File: config.mk
export PLATFORM = sky130hd
export DESIGN_NAME = fib_stream_gen
export DESIGN_NICKNAME = d
export VERILOG_FILES = /design/src/rtl/fib_stream_gen.sv
export SDC_FILE = /design/constraint.sdc
export NUM_CORES = 1
export LEC_CHECK = 0
export CORE_UTILIZATION = 55
export CTS_CLUSTER_DIAMETER = 150
export DETAILED_ROUTE_END_ITERATION = 16
export GPL_ROUTABILITY_DRIVEN = 0
export GPL_TIMING_DRIVEN = 0
export PLACE_DENSITY = 0.78
export SYNTH_ARGS = -nofsm -noshare
export SYNTH_HDL_FRONTEND = slang
export SYNTH_SLANG_ARGS = --single-unit
export TNS_END_PERCENT = 20
File: constraint.sdc
create_clock -name clock_1 -period 2.1 [get_ports clock_1]
set_input_delay 0.63 -clock clock_1 [delete_from_list [all_inputs] [get_ports clock_1]]
set_output_delay 0.63 -clock clock_1 [all_outputs]
set_load 0.05 [all_outputs]
File: src/rtl/fib_stream_gen.sv
// Fibonacci-class term generator with valid/ready output, programmable seeds,
// term limit and wrap-tagging or stop-on-overflow.
module fib_stream_gen #(
    parameter int unsigned WIDTH     = 16,
    parameter int unsigned IDX_W     = 16,
    parameter int unsigned SEED0     = 0,
    parameter int unsigned SEED1     = 1,
    parameter int unsigned MAX_TERMS = 0,
    parameter bit          WRAP      = 1'b1
) (
    input  logic             clock_1,
    input  logic             reset,
    input  logic             start,
    input  logic             f_en,
    input  logic             f_ready,
    output logic             f_valid,
    output logic [WIDTH-1:0] f_out,
    output logic [IDX_W-1:0] f_index,
    output logic             f_ovf,
    output logic             done
);

    localparam logic [1:0] ST_IDLE = 2'd0;
    localparam logic [1:0] ST_RUN  = 2'd1;
    localparam logic [1:0] ST_DONE = 2'd2;

    localparam logic [WIDTH-1:0] S0       = WIDTH'(SEED0);
    localparam logic [WIDTH-1:0] S1       = WIDTH'(SEED1);
    localparam logic [IDX_W-1:0] LAST_IDX = IDX_W'(MAX_TERMS - 1);
    localparam logic [IDX_W-1:0] IDX_ONE  = IDX_W'(1);

    logic [1:0]       state_q, state_d;
    logic [WIDTH-1:0] a_q, a_d, b_q, b_d;
    logic             ca_q, ca_d, cb_q, cb_d;
    logic [IDX_W-1:0] idx_q, idx_d;
    logic             f_valid_q, f_valid_d;
    logic [WIDTH-1:0] f_out_q, f_out_d;
    logic [IDX_W-1:0] f_index_q, f_index_d;
    logic             f_ovf_q, f_ovf_d;
    logic             done_q, done_d;

    logic [WIDTH:0]   sum;
    logic             xfer;
    logic             slot_free;
    logic             limit_hit;

    always_comb begin
        sum       = {1'b0, a_q} + {1'b0, b_q};
        xfer      = f_valid_q && f_ready;
        slot_free = !f_valid_q || xfer;
        limit_hit = (MAX_TERMS != 0) && xfer && (f_index_q == LAST_IDX);

        state_d   = state_q;
        a_d       = a_q;
        b_d       = b_q;
        ca_d      = ca_q;
        cb_d      = cb_q;
        idx_d     = idx_q;
        f_valid_d = f_valid_q;
        f_out_d   = f_out_q;
        f_index_d = f_index_q;
        f_ovf_d   = f_ovf_q;
        done_d    = done_q;

        if (start) begin
            // start overrides any pending term; it is simply dropped
            a_d       = S0;
            b_d       = S1;
            ca_d      = 1'b0;
            cb_d      = 1'b0;
            idx_d     = '0;
            f_valid_d = 1'b0;
            done_d    = 1'b0;
            state_d   = ST_RUN;
        end else begin
            case (state_q)
                ST_RUN: begin
                    if (limit_hit) begin
                        f_valid_d = 1'b0;
                        done_d    = 1'b1;
                        state_d   = ST_DONE;
                    end else if (slot_free && f_en) begin
                        if (!WRAP && ca_q) begin
                            f_valid_d = 1'b0;
                            done_d    = 1'b1;
                            state_d   = ST_DONE;
                        end else begin
                            f_out_d   = a_q;
                            f_index_d = idx_q;
                            f_ovf_d   = ca_q;
                            f_valid_d = 1'b1;
                            a_d       = b_q;
                            b_d       = sum[WIDTH-1:0];
                            ca_d      = cb_q;
                            cb_d      = cb_q | sum[WIDTH];
                            idx_d     = idx_q + IDX_ONE;
                        end
                    end else if (xfer) begin
                        f_valid_d = 1'b0;
                    end
                end
                default: ;
            endcase
        end
    end

    always_ff @(posedge clock_1) begin
        if (reset) begin
            state_q   <= ST_IDLE;
            a_q       <= S0;
            b_q       <= S1;
            ca_q      <= 1'b0;
            cb_q      <= 1'b0;
            idx_q     <= '0;
            f_valid_q <= 1'b0;
            f_out_q   <= '0;
            f_index_q <= '0;
            f_ovf_q   <= 1'b0;
            done_q    <= 1'b0;
        end else begin
            state_q   <= state_d;
            a_q       <= a_d;
            b_q       <= b_d;
            ca_q      <= ca_d;
            cb_q      <= cb_d;
            idx_q     <= idx_d;
            f_valid_q <= f_valid_d;
            f_out_q   <= f_out_d;
            f_index_q <= f_index_d;
            f_ovf_q   <= f_ovf_d;
            done_q    <= done_d;
        end
    end

    assign f_valid = f_valid_q;
    assign f_out   = f_out_q;
    assign f_index = f_index_q;
    assign f_ovf   = f_ovf_q;
    assign done    = done_q;

endmodule

; Yosys cells after proc, flatten, opt, wreduce, memory -nomap -nowiden
; Cells that the tools add are included.
; W data, S select, Z words.
[op_classes]
addsub = 2
mux = 2
bitwise = 2
reduce_logical = 9
[ops]
columns = cell, count
row1 = $add A16 B16 Y17, 1
row2 = $add A16 B1 Y16 const B, 1
row3 = $reduce_and A2 Y1, 2
row4 = $reduce_and A3 Y1, 1
row5 = $logic_and A1 B1 Y1, 2
row6 = $mux W1, 2
row7 = $reduce_bool A2 Y1, 1
row8 = $reduce_or A2 Y1, 1
row9 = $logic_not A1 Y1, 1
row10 = $logic_or A1 B1 Y1, 1
row11 = $not A1 Y1, 1
row12 = $or A1 B1 Y1, 1
[word_totals]
register_bits = 85
out_inout_bits = 35
word_cells = 25

; Depth between registers and ports, before layout
[depth]
word_depth = 5
depth_mapped = 8
mapped_depth_nobuf = 8

; Least setup slack after synthesis
; Ideal clock, no wire load.
[synth_timing]
kind = reg2reg
startpoint = register a_q[0]
endpoint = register b_q[8]
setup_ns = 0.070
arrival_ns = 1.911
required_ns = 2.030
path_slack_ns = 0.118
stages_incl_launch_ff = 9
cell_sequence = dfxtp_1 > ha_1 > fa_1 > a21oi_1 > o21ai_0 > a311oi_1 > xnor2_1 > nand2_1 > a21oi_1
[synth_between]
elab_chain_cells = 1
[synth_rtl]
columns = element, line
row1 = "start, declared", 33  ; logic [WIDTH-1:0] a_q, a_d, b_q, b_d;
row2 = "start signal, assigned", 110  ; a_q <= S0;
row3 = "start signal, assigned", 122  ; a_q <= a_d;
row4 = $add A16 B16 Y17, 48  ; sum = {1'b0, a_q} + {1'b0, b_q};
row5 = "end signal, assigned", 111  ; b_q <= S1;
row6 = "end signal, assigned", 123  ; b_q <= b_d;
row7 = "end, declared", 33
; Every way passes these cells.
; A chain may end at the register's enable or synchronous reset.

; Final worst setup path
[layout_timing]
startpoint = input f_ready
endpoint = register idx_q[15]
[layout_between]
elab_chain_cells = 4
[layout_rtl]
columns = element, line
row1 = "start, declared", 15  ; input logic f_ready,
row2 = $logic_and A1 B1 Y1, 49  ; xfer = f_valid_q && f_ready;
row3 = $logic_or A1 B1 Y1, 50  ; slot_free = !f_valid_q || xfer;
row4 = $logic_and A1 B1 Y1, 82  ; end else if (slot_free && f_en) begin
row5 = $reduce_and A2 Y1 (no line), -
row6 = "end signal, assigned", 126  ; idx_q <= idx_d;
row7 = "end, declared", 35  ; logic [IDX_W-1:0] idx_q, idx_d;
; Every way passes these cells.

==> impl_metrics.csv <==
group,metric,value,unit
status,run_status,"complete, no violations",
critical_path,max_stage_delay,0.49,ns
sta,grt_setup_unrepaired,"true",
finish,area.growth.synth_to_final,17.6,%
global_route,grt_start_max_net_pins,16,
critical_path,crit_required,2.32,ns
sta,timing_worst_slew_pin_value,0.589,ns
place,post_dp_cell_area,0.00427,mm²
sta,setup_slack,0.0291,ns
synthesis,synth.avg_cell_area,8.05,µm²
critical_path,criticalPathCategory,"in2reg",
sta,maxSlewHeadroom,0.607,
synthesis,yosysTopAreaCellShare,0.447,
route,first_pass_iters,4,
power,final_power,2.80,mW
synthesis,synthTopCellsByCount,"130 x nand2_1, 85 x dfxtp_1, 76 x a21oi_1",
synthesis,ys_async_sr_fraction,0,
floorplanning,die_x,85.2,µm
route,detail_route.drc_violations,0,
floorplanning,core-area,0.00653,mm²
sta,min_period_over_period,0.986,
cts,cts.clk_slew.worst_paths,0.08,ns
sta,fin_hold_ws,0.451,ns
cts,cts-buffers-inserted,9,
sta,finalHoldViolCount,0,
synthesis,ys_warn_count,0,
cts,post_cts.repair.setup_buffers,0,
floorplanning,num_io_pins,40,
sta,finalCriticalPeriod,2.07,ns
synthesis,ys_types,45,
sta,maxSlewViolCount,0,
floorplanning,initial_core_util,0.583,
place,port_buffers,37,
critical_path,start_kind,"input port",
synthesis,ys_seq_elements,85,
synthesis,synthCells,473,
critical_path,end_kind,"register",
sta,maxClockFrequency,0.483,GHz
cts,clk-insertion-delay-late,0.35,ns
synthesis,synth_enable_flop_cells,0,
finish,postLayoutCellArea,0.00447,mm²
route,wl_per_cell,13.8,µm
cts,root_buffer,"clkbuf_8",
global_route,grt-ovfl-total,0,
floorplanning,die_area,0.00726,mm²
global_route,grt_antenna_before_repair,0,
critical_path,critical_path_arrival,2.30,ns
place,hpwlAfterDp,6000,µm
synthesis,synthesis.area,0.00381,mm²
critical_path,crit_family,"simple AND/OR/NAND/NOR gates",
route,iter_0_drt_violations,202,
synthesis,synth.largest_area_cell,"dfxtp_1",
synthesis,dominantRegCellSynth,"dfxtp_1",
cts,clock_path_buffers,2,
finish,drive_gt1_frac,0.0856,
global_route,first_global_vias,3100,
place,placedCellCount,587,
place,pre_cts_slack,-0.545,ns
run,maxCapViolations,0,
sta,setup-violations-final,0,
global_route,grt_usage,0.248,
synthesis,synth-seq-area-share,0.447,
finish,fin_nets,544,
cts,hold_buffers,0,
global_route,grt_pass1_wl,14200,µm
power,p_leak,1.78,nW
min_path,min-delay-path-class,"reg2reg",
synthesis,ys_top_cells_by_area,"dfxtp_1 45%, nand2_1 13%, a21oi_1 10%",
power,power_density,625,mW/mm²
finish,finalNonFillerCells,603,
power,vdd_ir_drop_max,0.480,mV
cts,cts_sinks,85,
critical_path,critical_path.cell_chain,"clkdlybuf4s50_1, nand2b_1, nand3_2, nor4_4, nand3_1, xor2_1, nor2_1",
route,viasPerCell,5.42,
route,antenna_violating_nets_left,0,
route,routed-via-count,3271,
finish,diodes,0,
synthesis,yosysMostFrequentCell,"nand2_1",
cts,cts_tree,"done",
critical_path,cp_num_buf_inv,1,
cts,htree_num_levels,3,
route,totalWireLength,8320,µm
floorplanning,y_dimension_of_the_die,85.2,µm
critical_path,critPathSlowestCell,"clkdlybuf4s50_1",
floorplanning,floorplan.rows,29,
critical_path,critical_path.max_fanout,10,
sta,skew,0.00682,ns
synthesis,syn-num-nets,496,
==> metal layers <==
metal / GRT usage / vias up / share of wire
met5: 0 / - / 0
met1: 0.332 / 1523 / 0.49
met3: 0.0350 / 11 / 0.032
met2: 0.407 / 53 / 0.47
li1: - / 1684 / -
met4: 0.0940 / 0 / 0.016
==> sequential cells by signal, indices dropped and copies added (netlist names) <==
register / count
cb_q: 1
idx_q: 16
f_valid: 1
a_q: 16
f_ovf: 1
f_index: 16
b_q: 16
f_out: 16
ca_q: 1
state_q: 1
==> timing repair <==
item / CTS / global route
resized for setup: 40 / 19
pin swaps: 1 / 2
endpoints found under the setup margin: 67 / 59
gates cloned: 0 / 0
==> final cells by class <==
cell class / count / area, µm²
Buffer: 25 / 119
Clock buffer: 10 / 128
Clock inverter: 6 / 46.3
Fill cell: 577 / 2060
Inverter: 7 / 26.3
Multi-Input combinational cell: 356 / 2030
Sequential cell: 85 / 1700
Tap cell: 77 / 96.3
Timing Repair Buffer: 37 / 328
==> power by group <==
group / total, mW / internal [mW] / leakage (nW) / switching (mW)
clock network: 1.05 / 0.438 / 0.0833 / 0.608
registers: 1.62 / 1.62 / 0.685 / 0.00605
logic: 0.128 / 0.0316 / 1.01 / 0.0961
total: 2.80 / 2.09 / 1.78 / 0.710
==> tightest hold or removal path, stage by stage, from the launching register on <==
cell     delay, ns
dfxtp_1       0.31
nand2_1       0.05
a21oi_1       0.05
==> metrics by stage <==
step           utilization  setup TNS [ns]
3_5_place_dp         0.654          -27.98
3_3_place_gp         0.654          -24.46
4_1_cts              0.676               0
6_report             0.685               0
2_1_floorplan            -               0
5_1_grt              0.685          -0.338
==> final timing paths <==
check             startpoint   endpoint  slack, ns  cells after the start
hold reg to reg     f_out[6]   f_out[6]       0.45                      2
setup / recovery     f_ready  idx_q[15]       0.03                      7
hold / removal      f_out[6]   f_out[6]       0.45                      2
setup reg to reg      a_q[0]     b_q[8]       0.10                      8
==> cell usage in the layout (no fill, tap or decap), drive strengths merged, types with 4 or more instances in the layout <==
| cell | count |
|---|---|
| a21oi | 76 |
| and3 | 4 |
| buf | 7 |
| clkbuf | 28 |
| dfxtp | 85 |
| dlygate4sd2 | 34 |
| ha | 17 |
| inv | 9 |
| nand2 | 131 |
| nand3 | 15 |
| nor2 | 33 |
| o21ai | 15 |
| xnor2 | 14 |
| xor2 | 14 |
==> cells by family (layout without fill, tap and decap cells) <==
family | after synthesis | after routing | share of synthesized area
AND/OR/NAND/NOR | 199 | 199 | 0.224
AO/OA/AOI/OAI | 110 | 110 | 0.168
flip-flops | 85 | 85 | 0.447
buffers and inverters | 32 | 85 | 0.0342
XOR/XNOR | 28 | 28 | 0.0644
adder cells (fa/ha/maj) | 18 | 18 | 0.0611
other | 1 | 1 | 0.000985
(Power assumes the default switching activity.)
